===== config.mk =====
export PLATFORM = sky130hd
export DESIGN_NAME = unpacked_array_deser
export DESIGN_NICKNAME = d
export VERILOG_FILES = /design/src/rtl/unpacked_array_deser.sv
export SDC_FILE = /design/constraint.sdc
export NUM_CORES = 1
export LEC_CHECK = 0
export ABC_AREA = 0
export CAP_MARGIN = 20
export CORE_MARGIN = 1
export CORE_UTILIZATION = 45
export DETAILED_ROUTE_END_ITERATION = 16
export PLACE_DENSITY = 0.69
export SLEW_MARGIN = 20
export SYNTH_ARGS = -nofsm -noshare
export SYNTH_HDL_FRONTEND = slang
export SYNTH_SLANG_ARGS = --single-unit

===== constraint.sdc =====
create_clock -name clock -period 1.75 [get_ports clock]
set_input_delay 0.35 -clock clock [delete_from_list [all_inputs] [get_ports clock]]
set_output_delay 0.35 -clock clock [all_outputs]
set_load 0.05 [all_outputs]

===== src/rtl/unpacked_array_deser.sv =====
// -----------------------------------------------------------------------------
// unpacked_array_deser
//
// Serial-to-unpacked-array deserializer. Bits arriving on din (qualified by
// din_valid) are collected into M-element words. Each completed word is
// presented on the unpacked output array q[M] with a valid/ready handshake.
// q[0] holds the first bit received. A completed word that finds q still
// occupied (q_valid && !q_ready) is dropped and the sticky ovf flag is set.
//
// Optional feature macro: UAD_PARITY_EN
//   defined   : frame is M+1 bits, the last bit is an even-parity bit over the
//               M data bits; parity_err is loaded with each accepted word.
//   undefined : frame is M bits, parity_err is constant 0.
//
// Parameters:
//   M           elements per word (>= 2)
//
// Ports:
//   clock       in   sole clock, all state on rising edge
//   reset       in   asynchronous, active-high reset
//   din         in   serial data bit
//   din_valid   in   din is sampled this cycle
//   align       in   synchronous frame restart, discards any partial word
//   q[M]        out  completed word (registered)
//   q_valid     out  q holds an unconsumed word (registered)
//   q_ready     in   consumer accepts q when q_valid && q_ready
//   ovf         out  sticky: a completed word was dropped (registered)
//   ovf_clr     in   synchronous clear of ovf (a same-cycle set wins)
//   parity_err  out  parity mismatch of the word held in q
// -----------------------------------------------------------------------------
module unpacked_array_deser #(
    parameter int M = 4
) (
    input  logic clock,
    input  logic reset,
    input  logic din,
    input  logic din_valid,
    input  logic align,
    output logic q [M],
    output logic q_valid,
    input  logic q_ready,
    output logic ovf,
    input  logic ovf_clr,
    output logic parity_err
);

`ifdef UAD_PARITY_EN
    localparam int F = M + 1;
`else
    localparam int F = M;
`endif
    localparam int CW = $clog2(F + 1);

`ifdef UAD_PARITY_EN
    // Even parity: the XOR of data and parity bit must be 0; returns 1 on mismatch.
    function automatic logic parity_mismatch(input logic [M-1:0] data, input logic pbit);
        return (^data) ^ pbit;
    endfunction
`endif

    // The final frame bit is never stored: it is taken straight from din on
    // the completing cycle, so the shift register holds only F-1 slots.
    logic [CW-1:0] cnt_r;
    logic [CW-1:0] cnt_nx_s;
    logic [F-2:0]  shift_r;
    logic [F-2:0]  shift_nx_s;
    logic [F-1:0]  frame_s;
    logic [M-1:0]  data_s;
    logic          q_r [M];
    logic          q_nx_s [M];
    logic          q_valid_r;
    logic          q_valid_nx_s;
    logic          ovf_r;
    logic          ovf_nx_s;
    logic          perr_r;
    logic          perr_nx_s;
    logic          perr_s;
    logic          sample_s;
    logic          done_s;
    logic          accept_s;
    logic          drop_s;

    // Frame assembly, completion/handshake decisions and next-state values.
    always_comb begin
        sample_s     = 1'b0;
        done_s       = 1'b0;
        accept_s     = 1'b0;
        drop_s       = 1'b0;
        cnt_nx_s     = cnt_r;
        shift_nx_s   = shift_r;
        q_valid_nx_s = q_valid_r;
        ovf_nx_s     = ovf_r;
        perr_nx_s    = perr_r;
        frame_s      = {din, shift_r};
        data_s       = frame_s[M-1:0];
`ifdef UAD_PARITY_EN
        perr_s       = parity_mismatch(data_s, frame_s[M]);
`else
        perr_s       = 1'b0;
`endif
        for (int i = 0; i < M; i++) begin
            q_nx_s[i] = q_r[i];
        end

        // align outranks din_valid: the bit of an aligning cycle is ignored.
        if (align) begin
            sample_s = 1'b0;
        end else begin
            sample_s = din_valid;
        end

        if (sample_s && (cnt_r == CW'(F - 1))) begin
            done_s = 1'b1;
        end else begin
            done_s = 1'b0;
        end

        // A word may enter q when q is empty or is being consumed this cycle.
        if (done_s) begin
            if (!q_valid_r || q_ready) begin
                accept_s = 1'b1;
            end else begin
                drop_s = 1'b1;
            end
        end else begin
            accept_s = 1'b0;
            drop_s   = 1'b0;
        end

        // Bit counter.
        if (align) begin
            cnt_nx_s = {CW{1'b0}};
        end else if (done_s) begin
            cnt_nx_s = {CW{1'b0}};
        end else if (sample_s) begin
            cnt_nx_s = cnt_r + CW'(1);
        end else begin
            cnt_nx_s = cnt_r;
        end

        // Shift slot write, decoded per slot to keep the index width exact.
        for (int i = 0; i < F - 1; i++) begin
            if (sample_s && (cnt_r == CW'(i))) begin
                shift_nx_s[i] = din;
            end else begin
                shift_nx_s[i] = shift_r[i];
            end
        end

        // Output word and its parity status move together.
        if (accept_s) begin
            for (int i = 0; i < M; i++) begin
                q_nx_s[i] = data_s[i];
            end
            q_valid_nx_s = 1'b1;
            perr_nx_s    = perr_s;
        end else if (q_valid_r && q_ready) begin
            q_valid_nx_s = 1'b0;
        end else begin
            q_valid_nx_s = q_valid_r;
        end

        // Sticky overflow; a drop in the clearing cycle keeps it set.
        if (drop_s) begin
            ovf_nx_s = 1'b1;
        end else if (ovf_clr) begin
            ovf_nx_s = 1'b0;
        end else begin
            ovf_nx_s = ovf_r;
        end
    end

    // State registers with asynchronous active-high reset.
    always_ff @(posedge clock or posedge reset) begin
        if (reset) begin
            cnt_r     <= {CW{1'b0}};
            shift_r   <= {(F-1){1'b0}};
            q_valid_r <= 1'b0;
            ovf_r     <= 1'b0;
            perr_r    <= 1'b0;
            for (int i = 0; i < M; i++) begin
                q_r[i] <= 1'b0;
            end
        end else begin
            cnt_r     <= cnt_nx_s;
            shift_r   <= shift_nx_s;
            q_valid_r <= q_valid_nx_s;
            ovf_r     <= ovf_nx_s;
            perr_r    <= perr_nx_s;
            for (int i = 0; i < M; i++) begin
                q_r[i] <= q_nx_s[i];
            end
        end
    end

    assign q          = q_r;
    assign q_valid    = q_valid_r;
    assign ovf        = ovf_r;
`ifdef UAD_PARITY_EN
    assign parity_err = perr_r;
`else
    assign parity_err = 1'b0;
`endif

endmodule


==> impl_metrics.tcl <==
set metrics [dict create \
    finalCritPeriodShare_pct 83.15 \
    synth.avg_cell_area_um2 12.76 \
    swShare_pct 29.60 \
    multi_input_area_um2 256.5 \
    slew_viol_final 0 \
    utilization_pct 65.15 \
    die-area_um2 1452 \
    final_area_um2 753.2 \
    drc_errors 0 \
    dr.pass1.iters 2 \
    worstPathArrival_ns 1.62 \
    fillers 90 \
    synth-edff-count 0 \
    worstSetupStartpointType "input port" \
    setup_violations 0 \
    yosysTopAreaCell "dfrtp_1" \
    drive_above_1_share_pct 30.16 \
    cp_slowest_cell "clkdlybuf4s50_1" \
    dp_hpwl_um 776.9 \
    synth.area.top_cells "dfrtp_1, mux2_4, ha_1" \
    max_freq_mhz 687.2 \
    grt_pass1_wl_um 1711 \
    crit_path_end_kind "flip-flop" \
    cts_tree "built" \
    status "complete, no violations" \
    clockRootBuffer "clkbuf_4" \
    grt_pass1_vias 386 \
    clockBufferDepth 2 \
    ys_seq_area_share_pct 51.17 \
    ios 14 \
    power_frac_seq_pct 46.2 \
    ir_worst_vdd_uv 533.9 \
    syn_area_um2 586.8 \
    worstPathCellList "clkdlybuf4s50_1 > nor3b_4 > nand3_4 > mux2_4" \
    ant_nets 0 \
    synthTopCellsByCount "dfrtp_1, inv_1, nand2_1" \
    diodes 0 \
    total_leakage_power_nw 0.3684 \
    cts_resized 0 \
    core_area_um2 1156 \
    cp.required_ns 1.91 \
    p_per_area_nw_per_um2 994.2 \
    grt_remaining_overflow 0 \
    combPwrFrac_pct 24.8 \
    p_sw_mw 0.2217 \
    cp_slowest_stage_delay_ns 0.46 \
    timing.final.hold_violations 0 \
    critical_path_class "in -> reg" \
    ys_warn_count 0 \
    grtUsageMet3_pct 5.233 \
    drt_iter0_drc 6 \
    min_path_type "in -> async" \
    netlist.area_leader.share_pct 51.17 \
    io_buffers 12 \
    start_util_pct 50.76 \
    grtUsageTotal_pct 18.41 \
    cap_viol_max_count 0 \
    fin_ws_ns 0.2949 \
    critPathMaxFanout 5 \
    synth_seq_cells 12 \
    cts_hold_buf 0 \
    nets 75 \
    antenna_found_initial 0 \
    busiest_layer "met2" \
    wl_um 988 \
    grt_setup_unrepaired "no" \
    use_met2_pct 30.08 \
    syn_inst 46 \
    clock_skew_ns 0.006696 \
    period_minus_slack_ns 1.455 \
    p_int_mw 0.5272 \
    synth.most_common_cell "dfrtp_1" \
    vias 374 \
    cts_made_buffers 3 \
    pre_cts_slack_ns -0.01053 \
    gp_congestion 0.7137 \
    die_h_um 38.11 \
    post_dp_cell_area_um2 716.9 \
    cts_setup_buffers 0 \
    cts_htree_levels 1 \
    ys.flop_type "dfrtp_1" \
    tns_ns 0 \
    synth.distinct_cells 18 \
    grt_max_degree 13 \
    regArea_um2 300.3 \
    insertion_delay_ns 0.27 \
    clkSlewWorstSetupHoldPaths_ns 0.08 \
    routed_via_density 4.857 \
    area_growth_pct 28.36 \
    total_power_mw 0.7488 \
    row_count 12 \
    drt-wirelength-per-cell_um 12.83 \
    cts_sinks 12 \
    grt_util_met1_pct 22.35 \
    die_w_um 38.11 \
    syn_nets 57 \
    clkPwrFrac_pct 29.0 \
    async_flop_share_pct 100.0 \
]
-- cell families (layout without fill, tap and decap cells) --
family	after synthesis	count (layout)	share of synthesized area [%]
fa+ha+maj	4	4	8.529
compound gates	4	4	4.478
mux	7	7	15.99
buf+inv	7	24	5.117
xor+xnor	1	1	1.493
simple gates	10	10	12.58
flops	12	12	51.17
other cells	1	1	0.6390
-- layout by cell type, fill, tap and decap left out, types with 3 or more instances in the layout --
cell type | synthesis | layout
mux2_4 | 4 | 4
nand2_1 | 5 | 5
clkdlybuf4s50_1 | 0 | 6
dfrtp_1 | 12 | 12
inv_1 | 6 | 6
mux2_1 | 3 | 3
ha_1 | 4 | 4
clkbuf_4 | 0 | 3
buf_4 | 1 | 8
-- through the flow --
stage                     instances  hold WS, ns
final                            77       0.3755
after global routing             77       0.4309
after CTS                        77       0.3868
after floorplan                  46       0.2147
after detailed placement         73       0.4856
after global placement           73       0.4792
-- path summary, 6_finish.rpt --
path                                        start                     end  depth (start not counted)  slack, ns
min reg2reg                shift_r[0]$_DFFE_PP0P_  shift_r[0]$_DFFE_PP0P_                          1       0.50
max in group asynchronous                   reset        q[0]$_DFFE_PP0P_                          2       1.07
min in group clock         shift_r[0]$_DFFE_PP0P_  shift_r[0]$_DFFE_PP0P_                          1       0.50
max                                         align        q[3]$_DFFE_PP0P_                          4       0.29
max reg2reg                  cnt_r[2]$_DFFE_PP0P_        q[3]$_DFFE_PP0P_                          3       0.44
min                                         reset        q[2]$_DFFE_PP0P_                          2       0.38
-- layout make-up --
| class | count | area share [%] |
|---|---|---|
| multi-input cells | 27 | 34.05 |
| well taps | 14 | 2.326 |
| clock buffers | 4 | 4.817 |
| repair buffers | 14 | 15.95 |
| flip-flops and latches | 12 | 39.87 |
| inverters | 6 | 2.990 |
-- routing by layer --
layer,share of wire [%],vias to the layer above
met5,0,-
met4,1.4,0
met3,4.3,2
met2,52,11
met1,42,181
li1,-,180
-- sequential cells by signal (all words and copies together) (netlist names) --
name / cells
ovf: 1
q_valid: 1
q: 4
cnt_r: 3
shift_r: 3
-- critical path: cells and delay by family --
kind / cells / cell delay [ns]
AND/OR/NAND/NOR: 2 / 0.47
buffers and inverters: 1 / 0.46
multiplexers: 1 / 0.33
-- power groups by stage --
stage,logic [mW],clock network [mW],registers (mW)
floorplan,0.0722,0,0.401
CTS,0.188,0.223,0.347
global placement,0.180,0,0.349
finish,0.186,0.217,0.346
detailed placement,0.187,0,0.353
global route,0.200,0.238,0.353
No activity file was read; power rests on OpenSTA's default activity.
